$ cat src/rtl/branch_predict_resolver_if.sv
// Fetch-lookup, execute-resolve and redirect/perf bundle between the pipeline and the branch resolver.
interface branch_predict_resolver_if #(
    parameter int unsigned XLEN   = 32,
    parameter int unsigned PERF_W = 32
);
    logic [XLEN-1:0]   pc_f;
    logic              pred_taken_f;
    logic              ex_valid;
    logic              ex_is_branch;
    logic              ex_is_jump;
    logic              ex_taken;
    logic              ex_pred_taken;
    logic [XLEN-1:0]   ex_pc;
    logic [XLEN-1:0]   ex_target;
    logic [XLEN-1:0]   ex_pc_plus4;
    logic              stall_d;
    logic              flag;
    logic [XLEN-1:0]   redirect_pc;
    logic              flush_d;
    logic              flush_e;
    logic [PERF_W-1:0] branch_count;
    logic [PERF_W-1:0] mispredict_count;

    modport master (
        output pc_f, ex_valid, ex_is_branch, ex_is_jump, ex_taken, ex_pred_taken,
               ex_pc, ex_target, ex_pc_plus4, stall_d,
        input  pred_taken_f, flag, redirect_pc, flush_d, flush_e,
               branch_count, mispredict_count
    );

    modport slave (
        input  pc_f, ex_valid, ex_is_branch, ex_is_jump, ex_taken, ex_pred_taken,
               ex_pc, ex_target, ex_pc_plus4, stall_d,
        output pred_taken_f, flag, redirect_pc, flush_d, flush_e,
               branch_count, mispredict_count
    );
endinterface

$ cat src/rtl/branch_predict_resolver.sv
// PHT-based branch predictor with execute-stage resolution, stall-deferred redirect and perf counters.
module branch_predict_resolver #(
    parameter int unsigned XLEN        = 32,
    parameter int unsigned PHT_ENTRIES = 64,
    parameter int unsigned IDX_LSB     = 2,
    parameter int unsigned CNT_W       = 2,
    parameter int unsigned PERF_W      = 32
) (
    input  logic                      clk,
    input  logic                      reset,
    branch_predict_resolver_if.slave  bp
);

    localparam int unsigned IDX_W = $clog2(PHT_ENTRIES);
    localparam logic [CNT_W-1:0] CNT_MAX = {CNT_W{1'b1}};
    localparam logic [CNT_W-1:0] CNT_WNT = {1'b0, {(CNT_W-1){1'b1}}};

    // Elaboration-time parameter sanity.
    if (PHT_ENTRIES < 2 || (PHT_ENTRIES & (PHT_ENTRIES - 1)) != 0) begin : g_bad_pht
        $error("PHT_ENTRIES must be a power of two and at least 2");
    end
    if (CNT_W < 2) begin : g_bad_cnt
        $error("CNT_W must be at least 2");
    end
    if (IDX_LSB + IDX_W > XLEN) begin : g_bad_idx
        $error("PHT index field exceeds XLEN");
    end

    typedef enum logic {
        S_IDLE    = 1'b0,
        S_PENDING = 1'b1
    } state_t;

    state_t            state_q;
    state_t            state_d;
    logic [CNT_W-1:0]  pht [PHT_ENTRIES];
    logic [XLEN-1:0]   pending_pc_q;
    logic [PERF_W-1:0] branch_count_q;
    logic [PERF_W-1:0] mispredict_count_q;

    logic [IDX_W-1:0]  f_idx;
    logic [IDX_W-1:0]  ex_idx;
    logic [CNT_W-1:0]  f_cnt;
    logic [CNT_W-1:0]  ex_cnt;
    logic              accept;
    logic              is_jump;
    logic              is_branch;
    logic              mispredict;
    logic [XLEN-1:0]   tgt;
    logic              fire;
    logic              defer;
    logic [XLEN-1:0]   redirect_pc_c;
    logic              unused_pc_bits;

    assign f_idx  = bp.pc_f[IDX_LSB +: IDX_W];
    assign ex_idx = bp.ex_pc[IDX_LSB +: IDX_W];
    assign f_cnt  = pht[f_idx];
    assign ex_cnt = pht[ex_idx];

    // Only the index field of the PCs takes part in the lookup.
    assign unused_pc_bits = ^{bp.pc_f, bp.ex_pc};

    assign bp.pred_taken_f = f_cnt[CNT_W-1];

    // EX is frozen while a redirect is pending, so its event is ignored then.
    assign accept     = bp.ex_valid && (state_q == S_IDLE);
    assign is_jump    = bp.ex_is_jump;
    assign is_branch  = bp.ex_is_branch && !bp.ex_is_jump;
    assign mispredict = is_jump || (is_branch && (bp.ex_taken != bp.ex_pred_taken));
    assign tgt        = (bp.ex_is_jump || bp.ex_taken) ? bp.ex_target : bp.ex_pc_plus4;

    // Next-state and redirect generation.
    always_comb begin
        state_d       = state_q;
        fire          = 1'b0;
        defer         = 1'b0;
        redirect_pc_c = tgt;
        case (state_q)
            S_IDLE: begin
                if (accept && mispredict) begin
                    if (bp.stall_d) begin
                        defer   = 1'b1;
                        state_d = S_PENDING;
                    end else begin
                        fire = 1'b1;
                    end
                end
            end
            S_PENDING: begin
                redirect_pc_c = pending_pc_q;
                if (!bp.stall_d) begin
                    fire    = 1'b1;
                    state_d = S_IDLE;
                end
            end
        endcase
        if (reset) begin
            fire = 1'b0;
        end
    end

    assign bp.flag             = fire;
    assign bp.flush_d          = fire;
    assign bp.flush_e          = fire;
    assign bp.redirect_pc      = redirect_pc_c;
    assign bp.branch_count     = branch_count_q;
    assign bp.mispredict_count = mispredict_count_q;

    // State, pending target, PHT training and perf counters.
    always_ff @(posedge clk or posedge reset) begin
        if (reset) begin
            state_q            <= S_IDLE;
            pending_pc_q       <= '0;
            branch_count_q     <= '0;
            mispredict_count_q <= '0;
            for (int i = 0; i < PHT_ENTRIES; i++) begin
                pht[i] <= CNT_WNT;
            end
        end else begin
            state_q <= state_d;
            if (defer) begin
                pending_pc_q <= tgt;
            end
            if (accept && is_branch) begin
                branch_count_q <= branch_count_q + PERF_W'(1);
                if (bp.ex_taken) begin
                    if (ex_cnt != CNT_MAX) begin
                        pht[ex_idx] <= ex_cnt + CNT_W'(1);
                    end
                end else if (ex_cnt != '0) begin
                    pht[ex_idx] <= ex_cnt - CNT_W'(1);
                end
            end
            if (accept && mispredict) begin
                mispredict_count_q <= mispredict_count_q + PERF_W'(1);
            end
        end
    end

endmodule

$ cat src/flat_wrapper.sv
// flat-port wrapper written by rule: the top's interface ports become plain ports
module branch_predict_resolver_flat 
#(
    parameter int unsigned XLEN        = 32,
    parameter int unsigned PHT_ENTRIES = 64,
    parameter int unsigned IDX_LSB     = 2,
    parameter int unsigned CNT_W       = 2,
    parameter int unsigned PERF_W      = 32
)
  (clk, reset, bp_pc_f, bp_ex_valid, bp_ex_is_branch, bp_ex_is_jump, bp_ex_taken, bp_ex_pred_taken, bp_ex_pc, bp_ex_target, bp_ex_pc_plus4, bp_stall_d, bp_pred_taken_f, bp_flag, bp_redirect_pc, bp_flush_d, bp_flush_e, bp_branch_count, bp_mispredict_count);
  branch_predict_resolver_if #(.XLEN(XLEN), .PERF_W(PERF_W)) bp_i ();
  input  logic clk;
  input  logic reset;
  input wire logic [$bits(bp_i.pc_f)-1:0] bp_pc_f;
  input wire logic [$bits(bp_i.ex_valid)-1:0] bp_ex_valid;
  input wire logic [$bits(bp_i.ex_is_branch)-1:0] bp_ex_is_branch;
  input wire logic [$bits(bp_i.ex_is_jump)-1:0] bp_ex_is_jump;
  input wire logic [$bits(bp_i.ex_taken)-1:0] bp_ex_taken;
  input wire logic [$bits(bp_i.ex_pred_taken)-1:0] bp_ex_pred_taken;
  input wire logic [$bits(bp_i.ex_pc)-1:0] bp_ex_pc;
  input wire logic [$bits(bp_i.ex_target)-1:0] bp_ex_target;
  input wire logic [$bits(bp_i.ex_pc_plus4)-1:0] bp_ex_pc_plus4;
  input wire logic [$bits(bp_i.stall_d)-1:0] bp_stall_d;
  output wire logic [$bits(bp_i.pred_taken_f)-1:0] bp_pred_taken_f;
  output wire logic [$bits(bp_i.flag)-1:0] bp_flag;
  output wire logic [$bits(bp_i.redirect_pc)-1:0] bp_redirect_pc;
  output wire logic [$bits(bp_i.flush_d)-1:0] bp_flush_d;
  output wire logic [$bits(bp_i.flush_e)-1:0] bp_flush_e;
  output wire logic [$bits(bp_i.branch_count)-1:0] bp_branch_count;
  output wire logic [$bits(bp_i.mispredict_count)-1:0] bp_mispredict_count;
  assign bp_i.pc_f = bp_pc_f;
  assign bp_i.ex_valid = bp_ex_valid;
  assign bp_i.ex_is_branch = bp_ex_is_branch;
  assign bp_i.ex_is_jump = bp_ex_is_jump;
  assign bp_i.ex_taken = bp_ex_taken;
  assign bp_i.ex_pred_taken = bp_ex_pred_taken;
  assign bp_i.ex_pc = bp_ex_pc;
  assign bp_i.ex_target = bp_ex_target;
  assign bp_i.ex_pc_plus4 = bp_ex_pc_plus4;
  assign bp_i.stall_d = bp_stall_d;
  assign bp_pred_taken_f = bp_i.pred_taken_f;
  assign bp_flag = bp_i.flag;
  assign bp_redirect_pc = bp_i.redirect_pc;
  assign bp_flush_d = bp_i.flush_d;
  assign bp_flush_e = bp_i.flush_e;
  assign bp_branch_count = bp_i.branch_count;
  assign bp_mispredict_count = bp_i.mispredict_count;
  branch_predict_resolver #(.XLEN(XLEN), .PHT_ENTRIES(PHT_ENTRIES), .IDX_LSB(IDX_LSB), .CNT_W(CNT_W), .PERF_W(PERF_W)) u_core (.clk(clk), .reset(reset), .bp(bp_i));
endmodule
$ cat config.mk
export PLATFORM = sky130hd
export DESIGN_NAME = branch_predict_resolver_flat
export DESIGN_NICKNAME = d
export VERILOG_FILES = /design/src/rtl/branch_predict_resolver_if.sv /design/src/rtl/branch_predict_resolver.sv /design/src/flat_wrapper.sv
export SDC_FILE = /design/constraint.sdc
export NUM_CORES = 1
export LEC_CHECK = 0
export ABC_AREA = 0
export CELL_PAD_IN_SITES_DETAIL_PLACEMENT = 0
export CELL_PAD_IN_SITES_GLOBAL_PLACEMENT = 1
export CORE_MARGIN = 2
export CORE_UTILIZATION = 41
export DETAILED_ROUTE_END_ITERATION = 16
export HOLD_SLACK_MARGIN = 0.1
export PLACE_DENSITY = 0.9
export SLEW_MARGIN = 10
export SYNTH_ARGS = -nofsm -noshare
export SYNTH_HDL_FRONTEND = slang
export SYNTH_SLANG_ARGS = --single-unit
$ cat constraint.sdc
create_clock -name clk -period 8 [get_ports clk]
set_input_delay 0.8 -clock clk [delete_from_list [all_inputs] [get_ports clk]]
set_output_delay 0.8 -clock clk [all_outputs]
set_load 0.1 [all_outputs]
==> impl_metrics.yaml, run 1 <==
run_status:
  outcome: "completed"
synth:
  syn_inst: 1014
  synthArstFlopShare: 1.00
  synth_area_mm2: 0.0118
  synth_area_leader_cell: "dfrtp_1"
  synthTopCellsByArea: "dfrtp_1 (34%), mux2_2 (16%), dfstp_2 (14%)"
  ys_seq_elements: 225
  yosysWarningCount: 0
  synth_nets: 1154
  synth.avg_cell_area_um2: 11.6
  synthFlopType: "dfrtp_1"
  synth_edf_count: 0
  synth_top_area_frac: 0.342
  synth.distinct_cells: 52
  yosysSeqAreaShare: 0.484
worst_setup_path:
  crit_start: "bp_ex_pc[3]"
  critical_path_arrival_ns: 5.58
  required_ns: 8.41
  cp_max_fo: 32
  crit_type: "in2reg"
  cp-start-kind: "input port"
  worst_setup_path_end_kind: "register"
clock_network:
  path_clk_slew_ns: 0.06
  clock-sinks: 225
  htreeDepth: 1
  cts.path.max_buffers: 3
  postCtsResizedCells: 0
  cts_setup_buffers: 0
  cts_tree: "built"
  cts_buffers: 28
  clk_latency_ns: 0.55
  cts_root_buf: "clkbuf_16"
  cts_hold_buf: 0
power:
  pwr-share-seq: 0.382
  p_sw_frac: 0.330
  clockPowerShare: 0.381
  p_leak_nw: 6.28
  vdd_drop_max_mv: 0.160
  p_comb_frac: 0.237
  switching_power_mw: 1.14
  power_density_mw_per_mm2: 232
  intPower_mw: 2.32
die:
  dieHeight_um: 174
  die_w_um: 174
  coreArea_mm2: 0.0285
  die_area_mm2: 0.0301
  initial_core_util: 0.414
  io_pins: 236
  rows: 62
min_path:
  worstHoldStart: "u_core.bp.branch_count[31]"
  hold_path.class: "reg2reg"
placement:
  dp_slack_ns: 2.25
  place.port_buffers: 183
  place_congestion: 0.864
  dp_hpwl_um: 20400
layout:
  areaGrowthSynthToFinish_pct: 26.5
  drive_above_1_share: 0.269
  layout.nets: 1323
  n_antenna_cell: 0
global_routing:
  grt_pass1_vias: 8819
  grt_max_degree: 101
  grt_overflow_total: 0
  grt_use_total: 0.194
  grt_pass1_wl_um: 47600
  antenna_found_initial: 0
sta:
  finClkSkew_ns: 0.0310
  hold_viol_final: 0
  relSlewSlack: 0.312
  setup_viol: 0
  layout_setup_ws_ns: 2.83
  final-max-slew-violation-count: 0
  fmax_mhz: 193
  fin_crit_sh: 0.646
  rsz0062_at_grt: "no"
  fin_crit_ns: 5.17
  worstMarginPinSlew_ns: 1.03
  setup_tns_ns: 0
route:
  drc: 0
  num_vias: 8508
  drt_wl_total_um: 29100
  ant_nets: 0
  drt-pass1-iter-count: 5
  wl_per_cell_um: 18.3
  via_per_inst: 5.36
  first_iter_violations: 483
flow_run:
  maxCapViolCount: 0
## cell type report
class / instances / area, µm²
repair buffers: 195 / 1920
clock inverters: 9 / 159
well taps: 384 / 480
flip-flops and latches: 225 / 5710
multi-input cells: 706 / 5720
inverters: 27 / 109
fillers: 2489 / 13600
clock buffers: 42 / 813
## routing by layer
layer,GRT usage,vias up,share of wire
li1,-,3955,-
met1,0.260,4247,0.44
met2,0.315,265,0.47
met3,0.0504,41,0.078
met4,0.0473,0,0.018
met5,0,-,0
## power by group through the flow
stage          clock network (mW)  registers (mW)  logic [mW]
6_report                     1.32            1.32       0.821
5_1_grt                      1.40            1.34       0.868
4_1_cts                      1.35            1.32       0.828
3_5_place_dp                    0            1.34       0.825
3_3_place_gp                    0            1.34       0.814
2_1_floorplan                   0            1.50       0.448
## cell families after synthesis
family | after synthesis | synth area share
and+or+nand+nor | 275 | 0.115
muxes | 259 | 0.258
DFF | 225 | 0.484
AOI/OAI and AO/OA | 104 | 0.0590
buffers and inverters | 83 | 0.0317
xor gates and xnor gates | 64 | 0.0475
adders and majority gates | 4 | 0.00425
## cells in the final DEF, fill, tap and decap left out, types with 8 or more instances in the layout
master	netlist	routed
clkbuf_16	0	28
clkdlybuf4s50_1	0	182
o22ai_1	13	13
nor2_1	80	79
nand3_1	28	28
buf_4	5	12
dfrtp_1	161	161
mux4_2	19	19
nor2b_1	10	10
a21oi_1	32	32
clkbuf_1	26	8
a22oi_1	24	24
and4_1	12	12
inv_1	27	26
mux2_2	171	171
and3_1	12	11
mux2i_1	69	69
nand2_1	79	79
dfstp_2	64	64
xnor2_1	49	48
nand2b_1	8	8
o21ai_0	10	10
xor2_1	15	15
nand4_1	16	16
## critical path, stage by stage
cell             delay [ns]
clkdlybuf4s50_1        0.40
buf_4                  0.24
and2_1                 0.50
a22oi_1                0.37
o22ai_1                0.14
a22o_1                 0.27
a311oi_4               0.75
nand4_1                0.19
ha_1                   0.26
mux2i_1                0.22
nand3b_1               0.23
nor2_1                 0.68
nand2_1                0.20
mux2_2                 0.31
## synthesized netlist by cell type, types with 2 or more instances
cell	n
mux2_2	171
dfrtp_1	161
nor2_1	80
nand2_1	79
mux2i_1	69
dfstp_2	64
xnor2_1	49
a21oi_1	32
nand3_1	28
inv_1	27
clkbuf_1	26
a22oi_1	24
buf_2	23
mux4_2	19
nand4_1	16
xor2_1	15
o22ai_1	13
and3_1	12
and4_1	12
nor2b_1	10
o21ai_0	10
nand2b_1	8
and2_1	7
nor3_1	7
buf_4	5
a211oi_1	4
a221oi_1	4
a22o_1	4
ha_1	4
or2_2	4
a31oi_1	2
buf_6	2
nand3b_1	2
nor3_2	2
or3_1	2
## metrics by stage
step / total power, mW / cell area, µm² / std cells / utilization / hold WS (ns)
after CTS: 3.50 / 14900 / 1588 / 0.524 / 0.486
after global placement: 2.15 / 13900 / 1537 / 0.490 / 0.462
after global routing: 3.61 / 14900 / 1588 / 0.524 / 0.507
final: 3.47 / 14900 / 1588 / 0.524 / 0.475
after detailed placement: 2.17 / 13900 / 1537 / 0.490 / 0.473
after floorplan: 1.94 / 11800 / 1014 / - / 0.475
## path summary, 6_finish.rpt
check / to / slack [ns] / cells after the start
setup / recovery: u_core.pht[121] / 2.83 / 14
hold / removal: u_core.bp.branch_count[31] / 0.48 / 1
setup reg to reg: u_core.pht[121] / 4.04 / 11
hold reg to reg: u_core.bp.branch_count[31] / 0.48 / 1
max in group asynchronous: u_core.pht[113] / 5.91 / 3
min in group asynchronous: u_core.pending_pc_q[31] / 0.79 / 2
(Power assumes the default switching activity.)
==> run 2, diff against run 1 <==
==> constraint.sdc (replaced) <==
create_clock -name clk -period 5.3 [get_ports clk]
set_input_delay 0.53 -clock clk [delete_from_list [all_inputs] [get_ports clk]]
set_output_delay 0.53 -clock clk [all_outputs]
set_load 0.1 [all_outputs]
==> run 2 against run 1 <==
Net effect:
- non-clock buffer count is 17 higher
- cell count is 0.76% higher
- first-iteration DRC count is 13% higher
- sequential cell count stayed put
- hold slack worse by 0.11 ns
- clock skew is 0.011 ns lower
- clock-buffer cell count is 8 lower
==> impl_metrics.yaml, run 2 (same netlist as run 1, synthesis figures left out) <==
worst_setup_path:
  cpPeakStageDelay_ns: 0.56
  crit_type: "in2reg"
  critical_path_arrival_ns: 4.68
  crit_family: "simple AND/OR/NAND/NOR gates"
  critPathBufInv: 3
  cp-start-kind: "input port"
  critPathSlowestCell: "nor2_1"
  worst_setup_path_end_kind: "register"
  required_ns: 5.71
  crit_chain: "clkdlybuf4s50_1, buf_4, nor2_1, buf_4, a22oi_1, o22ai_1, a22o_1, a311oi_4, nand4_1, ha_1, mux2i_1, nand3b_1, nor2_1, nand2_1, mux2_2"
  cp_max_fo: 31
layout:
  layout_commonest_cell: "mux2_2"
  areaGrowthSynthToFinish_pct: 26.3
  layout.nets: 1337
  final_cells: 1600
  drive_above_1_share: 0.300
  n_antenna_cell: 0
  final_cell_mix: "mux2_2 (171), dfrtp_1 (161), clkdlybuf4s50_1 (158)"
placement:
  place_congestion: 0.846
  dp.cells: 1554
  place.port_buffers: 183
  dp_hpwl_um: 20900
clock_network:
  clock-sinks: 225
  path_clk_slew_ns: 0.06
  cts_setup_buffers: 0
  cts_hold_buf: 0
  cts_buffers: 25
  cts_tree: "built"
  htreeDepth: 1
  clk_latency_ns: 0.53
  cts_root_buf: "clkbuf_16"
  cts.path.max_buffers: 3
  postCtsResizedCells: 0
power:
  p_leak_nw: 6.35
  p_sw_frac: 0.336
  pwr-share-seq: 0.395
  power_density_mw_per_mm2: 340
  intPower_mw: 3.36
  clockPowerShare: 0.362
  power_mw: 5.07
  switching_power_mw: 1.70
  vdd_drop_max_mv: 0.297
  p_comb_frac: 0.243
die:
  io_pins: 236
  dieHeight_um: 174
  die_w_um: 174
  die_area_mm2: 0.0301
  initial_core_util: 0.414
  coreArea_mm2: 0.0285
  rows: 62
route:
  drt-pass1-iter-count: 5
  first_iter_violations: 546
  ant_nets: 0
  drt_wl_total_um: 29200
  via_per_inst: 5.33
  num_vias: 8530
  wl_per_cell_um: 18.2
  drc: 0
global_routing:
  met3_usage: 0.0452
  grt_use_total: 0.193
  grt_max_degree: 157
  use_met2: 0.311
  grt_pass1_vias: 8735
  busiest_layer: "met2"
  grt_overflow_total: 0
  grt_pass1_wl_um: 47300
  use_met1: 0.264
  antenna_found_initial: 0
sta:
  setup_viol: 0
  fin_crit_ns: 4.27
  finClkSkew_ns: 0.0201
  relSlewSlack: 0.302
  rsz0062_at_grt: "no"
  worstMarginPinSlew_ns: 1.04
  final-max-slew-violation-count: 0
  fmax_mhz: 234
  fin_crit_sh: 0.806
  setup_tns_ns: 0
  hold_viol_final: 0
run_status:
  outcome: "completed"
min_path:
  hold_path.class: "in2async"
flow_run:
  maxCapViolCount: 0
==> run 2: final timing paths <==
path	from	to	cells past startpoint	slack, ns
max reg2reg	register	u_core.pht[29]	11	1.80
max	bp_ex_pc[3]	u_core.pht[29]	15	1.03
min	reset	u_core.bp.mispredict_count[7]	2	0.37
max in group asynchronous	reset	u_core.pht[71]	3	3.83
min in group clk	u_core.bp.branch_count[31]	u_core.bp.branch_count[31]	1	0.47
min reg2reg	u_core.bp.branch_count[31]	u_core.bp.branch_count[31]	1	0.47
==> run 2: worst reg2reg max path, delay by kind of cell, from the launching register on <==
family	cells	cell delay, ns
AOI/OAI and AO/OA	2	0.37
adders and majority gates	1	0.19
DFF	1	0.53
muxes	2	0.59
and+or+nand+nor	6	1.69
==> run 2: power by group through the flow <==
stage | Clock, mW | Sequential (mW) | Combinational [mW]
CTS | 1.87 | 2.00 | 1.24
finish | 1.83 | 2.00 | 1.23
global placement | 0 | 2.02 | 1.23
global route | 1.94 | 2.03 | 1.30
detailed placement | 0 | 2.03 | 1.24
floorplan | 0 | 2.26 | 0.677
==> run 2: stage by stage <==
stage / setup slack [ns] / hold WS (ns) / area [µm²] / util
4_1_cts: 1.12 / 0.351 / 14900 / 0.523
3_3_place_gp: 0.656 / 0.461 / 14000 / 0.492
6_report: 1.03 / 0.365 / 14900 / 0.523
2_1_floorplan: 0.970 / 0.475 / 11800 / -
5_1_grt: 0.831 / 0.384 / 14900 / 0.523
3_5_place_dp: 0.570 / 0.470 / 14000 / 0.492
==> run 2: routing by layer <==
metal  share of wire  up-vias
li1                -     3993
met1            0.43     4195
met2            0.47      299
met3           0.076       43
met4           0.023        0
met5               0        -
==> run 2: cell type report <==
cell class | count | area (µm²)
clock buffers | 34 | 729
clock inverters | 12 | 150
fillers | 2509 | 13600
inverters | 27 | 105
multi-input cells | 706 | 5720
flip-flops and latches | 225 | 5710
well taps | 384 | 480
repair buffers | 212 | 2000
==> run 3, diff against run 2 <==
--- a/config.mk
+++ b/config.mk
@@ -9,10 +9,10 @@
 export CELL_PAD_IN_SITES_DETAIL_PLACEMENT = 0
 export CELL_PAD_IN_SITES_GLOBAL_PLACEMENT = 1
 export CORE_MARGIN = 2
-export CORE_UTILIZATION = 41
+export CORE_UTILIZATION = 37
 export DETAILED_ROUTE_END_ITERATION = 16
 export HOLD_SLACK_MARGIN = 0.1
-export PLACE_DENSITY = 0.9
+export PLACE_DENSITY = 0.87
 export SLEW_MARGIN = 10
 export SYNTH_ARGS = -nofsm -noshare
 export SYNTH_HDL_FRONTEND = slang
==> constraint.sdc (replaced) <==
create_clock -name clk -period 3.9 [get_ports clk]
set_input_delay 0.39 -clock clk [delete_from_list [all_inputs] [get_ports clk]]
set_output_delay 0.39 -clock clk [all_outputs]
set_load 0.1 [all_outputs]
==> run 3 against run 2 <==
Net effect:
- utilization down 3.9 points
- hold slack worse by 0.18 ns
- combinational power up 40%
- die area up 11%
- clock skew up 0.0042 ns
- wire length up 3.2%
- sequential cell count unchanged
- first-iteration DRC count down 5.7%
==> impl_metrics.yaml, run 3 (same netlist as run 1, synthesis figures left out) <==
run_status:
  outcome: "completed"
sta:
  setup_tns_ns: 0
  finClkSkew_ns: 0.0242
  final-max-slew-violation-count: 0
  fin_crit_sh: 0.874
  hold_viol_final: 0
  whs_ns: 0.182
  fmax_mhz: 293
  relSlewSlack: 0.312
  rsz0062_at_grt: "no"
  setup_viol: 0
  fin_crit_ns: 3.41
  worstMarginPinSlew_ns: 1.03
route:
  wl_per_cell_um: 18.1
  num_vias: 8842
  drc: 0
  via_per_inst: 5.32
  ant_nets: 0
  drt_wl_total_um: 30100
  first_iter_violations: 515
  drt-pass1-iter-count: 5
clock_network:
  cts_tree: "built"
  cts.path.max_buffers: 3
  clk_latency_ns: 0.55
  clock-sinks: 225
  cts_hold_buf: 0
  cts_setup_buffers: 0
  path_clk_slew_ns: 0.06
  postCtsResizedCells: 0
  htreeDepth: 1
  cts_root_buf: "clkbuf_16"
  cts_buffers: 26
global_routing:
  grt_max_degree: 92
  grt_use_total: 0.180
  grt_pass1_wl_um: 48300
  antenna_found_initial: 0
  grt_overflow_total: 0
  grt_pass1_vias: 9137
placement:
  dp.cells: 1615
  dp_hpwl_um: 22400
  place.port_buffers: 183
  place_congestion: 0.873
power:
  power_density_mw_per_mm2: 443
  vdd_drop_max_mv: 0.470
  p_leak_nw: 6.56
  power_mw: 6.74
die:
  initial_core_util: 0.375
  rows: 65
  die_w_um: 183
  die_area_mm2: 0.0333
  io_pins: 236
  dieHeight_um: 183
  coreArea_mm2: 0.0315
layout:
  fillCellCount: 2814
  final_cell_mix: "mux2_2 (171), dfrtp_1 (160), clkdlybuf4s50_1 (146)"
  layout_commonest_cell: "mux2_2"
  layout.nets: 1381
  n_antenna_cell: 0
  multiInputGateArea_mm2: 0.00573
  areaGrowthSynthToFinish_pct: 29.2
  final_cells: 1663
  seq_area_mm2: 0.00571
  final_core_util: 0.484
  drive_above_1_share: 0.331
worst_setup_path:
  critPathBufInv: 4
  crit_cells: 15
  cpPeakStageDelay_ns: 0.50
  worst_setup_path_end_kind: "register"
  reg2reg_from: "u_core.pht[49]"
  reg2reg_to: "u_core.pht[103]"
  crit_family: "simple AND/OR/NAND/NOR gates"
  critical_path_arrival_ns: 3.82
  endpoint: "u_core.pht[103]"
  cp_max_fo: 18
  cp-start-kind: "input port"
  crit_chain: "clkdlybuf4s50_1, buf_4, nand2b_1, buf_4, o22ai_1, a22oi_1, and4_1, nand4_1, ha_1, mux2i_1, and3_1, nand2_1, buf_4, nor2_1, mux2_2"
  cp_common_cell: "buf_4"
  ff2ff_setup_slack_ns: 0.77
  crit_type: "in2reg"
  r2r_cells: 12
  crit_start: "bp_ex_pc[3]"
  required_ns: 4.32
  critPathSlowestCell: "clkdlybuf4s50_1"
min_path:
  hold_path.class: "in2async"
flow_run:
  maxCapViolCount: 0
## run 3: cell count changes in the layout (fill, tap and decap cells not counted), moves of 3 or more
cell / before / now
buf_12: 1 / 8
buf_4: 52 / 100
bufinv_16: 3 / 0
clkbuf_1: 2 / 9
clkbuf_8: 7 / 4
clkdlybuf4s50_1: 158 / 146
## run 3: layout make-up
type | count | area share
Clock buffer | 39 | 0.0486
Clock inverter | 9 | 0.00444
Inverter | 27 | 0.00690
Multi-Input combinational cell | 706 | 0.376
Sequential cell | 225 | 0.375
Tap cell | 402 | 0.0330
Timing Repair Buffer | 255 | 0.156
## run 3: worst min-delay path by stage
stage,startpoint,to,cells after the start
3_3_place_gp,u_core.bp.branch_count[31],u_core.bp.branch_count[31],1
5_1_grt,reset,u_core.state_q,2
4_1_cts,reset,u_core.bp.mispredict_count[1],2
6_report,reset,u_core.state_q,2
2_1_floorplan,u_core.pending_pc_q[28],u_core.pending_pc_q[28],1
3_5_place_dp,u_core.bp.branch_count[31],u_core.bp.branch_count[31],1
## run 3: where the power goes
group          switching [mW]  leakage [nW]  internal, mW
Sequential              0.165          2.79          2.55
Combinational            1.18          3.38         0.539
Clock                   0.986         0.387          1.31
Total                    2.34          6.56          4.41
## run 3: layer usage
layer / wire [µm] / vias to the layer above / GRT usage
li1: - / 4082 / -
met1: 12700 / 4412 / 0.233
met2: 14600 / 307 / 0.305
met3: 2270 / 41 / 0.0409
met4: 527 / 0 / 0.0439
met5: 0 / - / 0
## run 3: metrics by stage
stage	worst slack, ns	area [µm²]
floorplan	0.566	11800
global placement	0.00147	14400
detailed placement	-0.0384	14400
CTS	0.525	15200
global route	0.215	15200
finish	0.492	15200
## run 3: worst register-to-register path, delay by kind of cell (launching register included)
family	cells	cell delay (ns)
mux	4	1.17
flops	1	0.43
fa+ha+maj	1	0.21
compound gates	2	0.36
buf+inv	1	0.17
simple gates	4	0.67
